--- config.mk ---
export PLATFORM = sky130hd
export DESIGN_NAME = mem_access_ctrl
export DESIGN_NICKNAME = d
export VERILOG_FILES = /design/src/rtl/mem_access_ctrl.sv
export SDC_FILE = /design/constraint.sdc
export NUM_CORES = 1
export LEC_CHECK = 0
export ABC_AREA = 1
export BUFFER_PORTS_ARGS = -buffer_cell sky130_fd_sc_hd__buf_2
export CAP_MARGIN = 20
export CELL_PAD_IN_SITES_DETAIL_PLACEMENT = 1
export CELL_PAD_IN_SITES_GLOBAL_PLACEMENT = 1
export CORE_MARGIN = 2
export CORE_UTILIZATION = 30
export CTS_CLUSTER_SIZE = 25
export DETAILED_ROUTE_END_ITERATION = 10
export PLACE_DENSITY = 0.72
export SYNTH_ARGS = -nofsm -noshare
export SYNTH_HDL_FRONTEND = slang
export SYNTH_SLANG_ARGS = --single-unit
--- constraint.sdc ---
create_clock -name clk -period 3.1 [get_ports clk]
set_clock_uncertainty 0.15 [all_clocks]
set_input_delay 0.155 -clock clk [delete_from_list [all_inputs] [get_ports clk]]
set_output_delay 0.155 -clock clk [all_outputs]
set_load 0.01 [all_outputs]
--- src/rtl/mem_access_ctrl.sv ---
// mem_access_ctrl
//   MEM-stage data-memory sequencer for the pipelined MIPS core. It accepts one
//   load/store from decode, talks to a word-wide single-port synchronous RAM,
//   extracts and extends byte/halfword load lanes, and performs sub-word
//   stores as read-modify-write. Upstream is held through stall until the
//   access reaches its response cycle.
//
// Ports
//   clk, rst_n              clock, synchronous active-low reset
//   req                     memory instruction present in MEM
//   we                      1 = store, 0 = load
//   rd_mask / wr_mask       access size: 1111 word, 0011 half, 0001 byte
//   unsgn                   zero-extend sub-word loads when 1
//   addr, wdata             byte address and store data (sub-word in low bits)
//   rdata, done, misalign   registered response, valid while done = 1
//   stall                   combinational pipeline hold
//   ram_addr/we/wdata/rdata synchronous RAM port (read data one cycle later)
module mem_access_ctrl #(
    parameter int ADDR_W = 10
) (
    input  logic              clk,
    input  logic              rst_n,
    input  logic              req,
    input  logic              we,
    input  logic [3:0]        rd_mask,
    input  logic [3:0]        wr_mask,
    input  logic              unsgn,
    input  logic [31:0]       addr,
    input  logic [31:0]       wdata,
    output logic [31:0]       rdata,
    output logic              done,
    output logic              misalign,
    output logic              stall,
    output logic [ADDR_W-1:0] ram_addr,
    output logic              ram_we,
    output logic [31:0]       ram_wdata,
    input  logic [31:0]       ram_rdata
);

    typedef enum logic [2:0] {
        IDLE,
        READ,
        WAIT,
        WRITE,
        RESP
    } state_t;

    localparam logic [3:0] MASK_WORD = 4'b1111;
    localparam logic [3:0] MASK_HALF = 4'b0011;
    localparam logic [3:0] MASK_BYTE = 4'b0001;

    state_t state_q, state_d;

    // Request fields captured at acceptance
    logic        we_q, we_d;
    logic [3:0]  mask_q, mask_d;
    logic        unsgn_q, unsgn_d;
    logic [1:0]  off_q, off_d;
    logic [15:0] wdata_q, wdata_d;

    // Registered outputs
    logic [ADDR_W-1:0] ram_addr_q, ram_addr_d;
    logic              ram_we_q, ram_we_d;
    logic [31:0]       ram_wdata_q, ram_wdata_d;
    logic [31:0]       rdata_q, rdata_d;
    logic              done_q, done_d;
    logic              misalign_q, misalign_d;

    logic [3:0] act_mask;

    // Address bits above the RAM window do not take part in the access.
    logic unused_addr_bits;
    assign unused_addr_bits = ^addr[31:ADDR_W+2];

    // Invalid size encodings are reported the same way as misalignment.
    function automatic logic bad_request(input logic [3:0] m, input logic [1:0] a);
        case (m)
            MASK_WORD: bad_request = (a != 2'b00);
            MASK_HALF: bad_request = a[0];
            MASK_BYTE: bad_request = 1'b0;
            default:   bad_request = 1'b1;
        endcase
    endfunction

    // Little-endian lane pick followed by sign or zero extension.
    function automatic logic [31:0] extract_lane(input logic [31:0] word,
                                                 input logic [3:0]  m,
                                                 input logic [1:0]  off,
                                                 input logic        uns);
        logic [7:0]  b;
        logic [15:0] h;
        case (off)
            2'd0:    b = word[7:0];
            2'd1:    b = word[15:8];
            2'd2:    b = word[23:16];
            default: b = word[31:24];
        endcase
        h = off[1] ? word[31:16] : word[15:0];
        if (m == MASK_WORD) begin
            extract_lane = word;
        end else if (m == MASK_HALF) begin
            extract_lane = {{16{~uns & h[15]}}, h};
        end else begin
            extract_lane = {{24{~uns & b[7]}}, b};
        end
    endfunction

    // Replace only the addressed lane; all other bytes keep the RAM value.
    function automatic logic [31:0] merge_lane(input logic [31:0] word,
                                               input logic [15:0] wd,
                                               input logic [3:0]  m,
                                               input logic [1:0]  off);
        logic [31:0] r;
        r = word;
        if (m == MASK_HALF) begin
            if (off[1]) r[31:16] = wd;
            else        r[15:0]  = wd;
        end else begin
            case (off)
                2'd0:    r[7:0]   = wd[7:0];
                2'd1:    r[15:8]  = wd[7:0];
                2'd2:    r[23:16] = wd[7:0];
                default: r[31:24] = wd[7:0];
            endcase
        end
        merge_lane = r;
    endfunction

    assign act_mask = we ? wr_mask : rd_mask;

    always_comb begin
        state_d     = state_q;
        we_d        = we_q;
        mask_d      = mask_q;
        unsgn_d     = unsgn_q;
        off_d       = off_q;
        wdata_d     = wdata_q;
        ram_addr_d  = ram_addr_q;
        ram_we_d    = 1'b0;
        ram_wdata_d = ram_wdata_q;
        rdata_d     = rdata_q;
        done_d      = 1'b0;
        misalign_d  = misalign_q;

        case (state_q)
            IDLE: begin
                if (req) begin
                    we_d       = we;
                    mask_d     = act_mask;
                    unsgn_d    = unsgn;
                    off_d      = addr[1:0];
                    wdata_d    = wdata[15:0];
                    ram_addr_d = addr[ADDR_W+1:2];
                    rdata_d    = 32'd0;
                    if (bad_request(act_mask, addr[1:0])) begin
                        // Response goes out directly; the RAM is never touched.
                        misalign_d = 1'b1;
                        done_d     = 1'b1;
                        state_d    = RESP;
                    end else begin
                        misalign_d = 1'b0;
                        if (we && act_mask == MASK_WORD) begin
                            ram_wdata_d = wdata;
                            ram_we_d    = 1'b1;
                            state_d     = WRITE;
                        end else begin
                            state_d = READ;
                        end
                    end
                end
            end
            READ: begin
                state_d = WAIT;
            end
            WAIT: begin
                if (we_q) begin
                    ram_wdata_d = merge_lane(ram_rdata, wdata_q, mask_q, off_q);
                    ram_we_d    = 1'b1;
                    state_d     = WRITE;
                end else begin
                    rdata_d = extract_lane(ram_rdata, mask_q, off_q, unsgn_q);
                    done_d  = 1'b1;
                    state_d = RESP;
                end
            end
            WRITE: begin
                done_d  = 1'b1;
                state_d = RESP;
            end
            RESP: begin
                state_d = IDLE;
            end
            default: begin
                state_d = IDLE;
            end
        endcase
    end

    always_ff @(posedge clk) begin
        if (!rst_n) begin
            state_q     <= IDLE;
            ram_addr_q  <= '0;
            ram_we_q    <= 1'b0;
            ram_wdata_q <= 32'd0;
            rdata_q     <= 32'd0;
            done_q      <= 1'b0;
            misalign_q  <= 1'b0;
        end else begin
            state_q     <= state_d;
            ram_addr_q  <= ram_addr_d;
            ram_we_q    <= ram_we_d;
            ram_wdata_q <= ram_wdata_d;
            rdata_q     <= rdata_d;
            done_q      <= done_d;
            misalign_q  <= misalign_d;
        end
    end

    // Request fields are always re-captured before use, so they need no reset.
    always_ff @(posedge clk) begin
        we_q    <= we_d;
        mask_q  <= mask_d;
        unsgn_q <= unsgn_d;
        off_q   <= off_d;
        wdata_q <= wdata_d;
    end

    assign stall     = req & (state_q != RESP);
    assign rdata     = rdata_q;
    assign done      = done_q;
    assign misalign  = misalign_q;
    assign ram_addr  = ram_addr_q;
    assign ram_we    = ram_we_q;
    assign ram_wdata = ram_wdata_q;

endmodule
=== After elaboration in Yosys (flattened, before gate mapping) ===
Index checks and enable logic that the tools add are counted.

* Multiplexer cells: 39
* Reduce and logical (&&, ||, !) cells: 9
* Eq/ne operators: 16
* Bitwise operators: 4

{| class="wikitable"
|+ Operator list
! cell !! count
|-
| $mux 32 || 9
|-
| $pmux 32 s2 || 2
|-
| $mux 16 || 3
|-
| $mux 8 || 6
|-
| $pmux 8 s3 || 1
|-
| $pmux 3 s4 || 1
|-
| $ne 2x2->1 const B || 5
|-
| $mux 1 || 9
|-
| $mux 3 || 3
|-
| $eq 4x2->1 const B || 2
|-
| $eq 4x4->1 const B || 2
|-
| $eq 3x2->1 const B || 2
|-
| $pmux 1 s3 || 2
|-
| $reduce_and 5->1 || 1
|-
| $eq 4x1->1 const B || 1
|-
| $mux 4 || 1
|-
| $reduce_bool 2->1 || 2
|-
| $and 1x1->1 || 3
|-
| $eq 3x1->1 const B || 1
|-
| $logic_not 3->1 || 1
|-
| $ne 3x3->1 const B || 1
|-
| $reduce_and 3->1 || 1
|-
| $reduce_or 3->1 || 1
|-
| $eq 2x1->1 const B || 1
|-
| other kinds (7) || 7
|}

* Register bits: 104
* Word-level logic and storage cells: 80
* Output and inout port bits: 78

=== Depth between registers and ports, before layout ===
* Depth in word-level cells: 9
* Depth in mapped cells: 14
* Mapped depth without buffers: 11

=== Worst setup path after synthesis ===
Ideal clock, no wire load.

* Kind: register -> register
* Start: register state_q[2]
* End: register mask_q[0] (enable)
* Arrival time: 1700 ps
* Slack: 853 ps
* Library setup time: 398 ps
* Clock period less this slack: 2247 ps
* Cell stages (with the launch flop): 7
* Cell sequence: dfxtp_1 > inv_1 > nand2_1 > nor2_1 > nand2_1 > inv_2 > clkbuf_1

* Word-level cells in the longest chain between the ends: 2

{| class="wikitable"
|+ RTL lines
! item !! line !! text
|-
| start, declared || 52 || <nowiki>state_t state_q, state_d;</nowiki>
|-
| start signal, assigned || 209 || <nowiki>state_q <= state_d;</nowiki>
|-
| $logic_not 3->1 || 145 || <nowiki>case (state_q)</nowiki>
|-
| $reduce_and 2->1 (no source line) || - ||
|-
| end signal, assigned || 222 || <nowiki>mask_q <= mask_d;</nowiki>
|-
| end, declared || 56 || <nowiki>logic [3:0] mask_q, mask_d;</nowiki>
|}

Every way passes these cells.
A chain may end at the register's enable or synchronous reset.

=== Worst setup path after layout ===
* Start: input port we
* End: register ram_wdata_q[15] (netlist: ram_wdata[15])

* Word-level cells in the longest chain between the ends: 7

{| class="wikitable"
|+ RTL lines
! item !! line !! text
|-
| start, declared || 24 || <nowiki>input logic we,</nowiki>
|-
| $mux 4 || 129 || <nowiki>assign act_mask = we ? wr_mask : rd_mask;</nowiki>
|-
| $eq 4x1->1, or another cell as far along || 77 || <nowiki>case (m)</nowiki>
|-
| $pmux 1 s3 || 77 ||
|-
| $mux 1 || 147 || <nowiki>if (req) begin</nowiki>
|-
| $mux 1 || 145 ||
|-
| $ne 2x2->1 (no source line) || - ||
|-
| $reduce_and 5->1 (no source line) * || - ||
|-
| end signal, assigned || 212 || <nowiki>ram_wdata_q <= ram_wdata_d;</nowiki>
|-
| end, declared || 64 || <nowiki>logic [31:0] ram_wdata_q, ram_wdata_d;</nowiki>
|}

Every way passes the cells marked *; elsewhere a longest branch is shown, timed or not. The select of a mux whose other input is x is not followed.

==> results.txt <==
----------------------------------------------------
[Outcome]
  Result of the run ... finished clean

[Yosys]
  Mux cell area share after synthesis ... 0%
  Adder-Cell Fraction of Synth Area ... 0%
  Xor and xnor area share after synthesis ... 0%
  Basic-gate share of the synthesized area counting and, or, nand and nor cells ... 34.4%
  Count of mapped cells out of synthesis ... 1001
  Number of synthesis warnings ... 0
  Sequential-to-total area share from yosys stat ... 36.8%
  Net Count, Synth ... 1110
  Main combinational cell family by area after synthesis ... simple AND/OR/NAND/NOR gates
  Syn Area/Cell ... 6.30 sq um
  Fraction of the mapped netlist area in compound gates ... 18.3%
  FF+latch count, synth ... 104
  Distinct cell type count of the synthesized netlist ... 31
  Summed instance area of the synthesized netlist ... 6310 sq um

[Clock tree]
  Number of buffers inserted during clock tree synthesis ... 9
  Setup Fix Bufs, Post-CTS ... 0
  Clock tree buffer depth ... 2
  TritonCTS clock tree ... built
  # H-tree levels ... 3
  Number of sinks handled by clock tree synthesis ... 104
  Hold bufs inserted after CTS ... 34
  Resize count post-CTS ... 0
  Skew-Pair Late Insertion Delay ... 360 ps
  Clock-pin slew on the worst setup and hold paths ... 80 ps
  Clock Tree Root ... sky130_fd_sc_hd__clkbuf_16

[Worst setup path]
  Startpoint of the worst-slack reg-to-reg timing path ... state_q[2]
  CP Class ... input port to flip-flop
  Cell chain of the critical path ... dlygate4sd3_1 -> buf_2 -> inv_2 -> nand2_1 -> nand2_2 -> nor2_4 -> nand3_1 -> nand3_2 -> nand2_2 -> buf_4 -> a21oi_1 -> nor2_1
  Most used cell along the critical path ... sky130_fd_sc_hd__nand2_2
  Crit path largest cell delay ... 520 ps
  Worst EP arrival ... 2650 ps
  Data required time of the critical path ... 3220 ps
  CP max-delay cell ... sky130_fd_sc_hd__dlygate4sd3_1
  CP delay by family, top ... buffers and inverters
  Buf/Inv on CP ... 4
  Peak fanout along the critical path ... 47
  Critical Path Start Type ... input port
  Critical Path Sink Type ... flip-flop
  Start point of the critical path ... we

[Routing]
  Routed wire per std cell ... 16.3 um
  Number of violations reported at the end of detailed-routing iteration 0 ... 310
  DRT Wirelength ... 23500 um
  Final ANT Viol Nets ... 0
  Overall via count from detail_route ... 7009
  Number of iterations in the first detailed-routing pass ... 4
  Vias per cell ... 4.84
  DRC viols ... 0

[Floorplanning]
  # IOs ... 187
  Core area ... 20800 sq um
  Die Footprint ... 22200 sq um
  Die width ... 149 um
  Die Height ... 149 um
  Initial Util ... 30.3%
  Std cell rows ... 53

[Timing]
  Unrepaired setup endpoints after global routing ... no
  Share of the clock period used by the worst path after layout ... 81.9%
  Final setup violation count ... 0
  Post-layout worst setup margin ... 562 ps
  Final Hold Violating Endpoints ... 0
  Max-Slew Margin vs Limit ... 38.1%
  Max Fclk ... 394 MHz
  Fin crit period ... 2540 ps
  Transition time of the tightest slew-check pin ... 927 ps
  Slew Viols, Final ... 0
  Fin Setup TNS ... 0 ps

[Pwr]
  Sw Ratio ... 33.1%
  Internal ... 2290 uW
  Total leakage power ... 0.00383 uW
  Clk pwr share ... 33.5%
  NetSw ... 1130 uW
  Power density normalized to cell area ... 431 nW/um^2
  Power, Total ... 3420 uW
  IR Drop Worst-Case VDD ... 0.000309 V
  Share of total power in combinational logic ... 22.6%
  Share of power burned in registers ... 43.9%

[GRT]
  Met3 usage ... 3.88%
  Number of global-route vias before repair ... 7075
  First-pass GRT wire length ... 37400 um
  Most used routing layer in global routing ... met2
  Total overflow reported by the global router ... 0
  Pin count of the biggest net entering global routing ... 66
  Number of antenna violations at the first check in global routing ... 0
  Total global routing track utilization ... 21.4%
  Met1 routing resource usage after global routing ... 27.7%
  Routing usage on met2 ... 37.0%

[Hold path]
  Worst hold path type ... input port to flip-flop
  Startpoint of the most critical hold path ... req

[Place]
  Placed wire-length estimate after detailed placement ... 17200 um
  Final weighted congestion in routability-driven placement ... 0.860
  Worst setup slack before clock tree synthesis ... 728 ps
  Number of port buffers ... 166
  Placement Cell Area ... 7310 sq um

[Final layout]
  Layout Area Growth over Synthesis ... 26.0%
  Net count of the finished layout ... 1275
  Fraction of layout cells with a size suffix above 1 ... 19.6%
  Finished layout cell area ... 7940 sq um

[Job]
  Max-cap violation count ... 0

----------------------------------------------------
-- kinds of logic (layout without fill, tap and decap cells) --
kind of cell | Yosys count | after routing
compound gates | 214 | 214
buf+inv | 145 | 315
flops | 104 | 104
other cells | 0 | 1
simple gates | 538 | 538
-- stage by stage --
stage          cells  hold slack, ps  util (%)
3_5_place_dp    1396             201      35.1
5_1_grt         1446            82.1      38.1
3_3_place_gp    1396             198      35.1
6_report        1447            55.4      38.1
4_1_cts         1446            49.8      38.1
2_1_floorplan   1001             104         -
-- path summary, 6_finish.rpt --
kind                                 endpoint  slack, ps  cells after the start
worst max-delay path            ram_wdata[15]        560                     12
worst min-delay path               state_q[1]         60                      5
worst max register to register   ram_wdata[8]        720                     11
worst min register to register      rdata[30]        320                      2
-- state kept, by name (all words and copies together), names as in the netlist --
register / flops
done: 1
mask_q: 4
misalign: 1
off_q: 2
ram_addr: 10
ram_wdata: 32
ram_we: 1
rdata: 32
state_q: 3
unsgn_q: 1
wdata_q: 16
we_q: 1
-- cell usage after synthesis (all sizes together) --
cell type  instances  area (sq um)
nand2            371          1400
clkinv             1          3.75
dfxtp             80          1600
buf               38           260
o21a               1          7.51
or2                1          6.26
o21ai            105           526
nor2              68           270
o211ai             1          7.51
inv               75           282
a21boi             9          71.3
a31oi              8          50.1
clkbuf            31           116
nand3             81           410
nand4              1          6.26
nor3              16          80.1
edfxtp            24           721
a21oi             90           492
-- worst register-to-register path, delay by kind of cell, from the launching register on --
family | cells | cell delay [ps]
buffers and inverters | 4 | 1210
and+or+nand+nor | 7 | 610
DFF | 1 | 340
-- per-layer routing --
layer	routed length, um	share of wire [%]
met4	332	1.4
met5	0	0
met1	10500	45
met3	1300	5.5
met2	11400	48
-- cell type report --
| class | instances | area (sq um) |
|---|---|---|
| Sequential cell | 104 | 2320 |
| Timing Repair Buffer | 223 | 1370 |
| Inverter | 76 | 285 |
| Fill cell | 2818 | 12900 |
| Multi-Input combinational cell | 752 | 3330 |
| Tap cell | 275 | 344 |
| Clock inverter | 7 | 62.6 |
| Clock buffer | 9 | 225 |
| Antenna cell | 1 | 2.50 |
-- power groups by stage --
stage | combinational [uW] | clock (uW) | sequential, uW
after floorplan | 473 | 0 | 1540
after global placement | 722 | 0 | 1530
after detailed placement | 735 | 0 | 1530
after CTS | 773 | 1170 | 1500
after global routing | 869 | 1240 | 1510
final | 774 | 1150 | 1500
-- cell usage in the layout (no fill, tap or decap), types with 2 or more instances in the layout --
cell,n
sky130_fd_sc_hd__a21boi_0,6
sky130_fd_sc_hd__a21boi_1,2
sky130_fd_sc_hd__a21oi_1,79
sky130_fd_sc_hd__a21oi_2,11
sky130_fd_sc_hd__a31oi_1,8
sky130_fd_sc_hd__buf_12,2
sky130_fd_sc_hd__buf_2,166
sky130_fd_sc_hd__buf_4,21
sky130_fd_sc_hd__clkbuf_16,9
sky130_fd_sc_hd__dfxtp_1,80
sky130_fd_sc_hd__dlygate4sd3_1,34
sky130_fd_sc_hd__edfxtp_1,24
sky130_fd_sc_hd__inv_1,70
sky130_fd_sc_hd__inv_2,5
sky130_fd_sc_hd__inv_4,2
sky130_fd_sc_hd__inv_6,2
sky130_fd_sc_hd__nand2_1,369
sky130_fd_sc_hd__nand2_2,2
sky130_fd_sc_hd__nand3_1,80
sky130_fd_sc_hd__nor2_1,64
sky130_fd_sc_hd__nor2_2,3
sky130_fd_sc_hd__nor3_1,16
sky130_fd_sc_hd__o21ai_0,102
sky130_fd_sc_hd__o21ai_1,3
(Power assumes the default switching activity.)
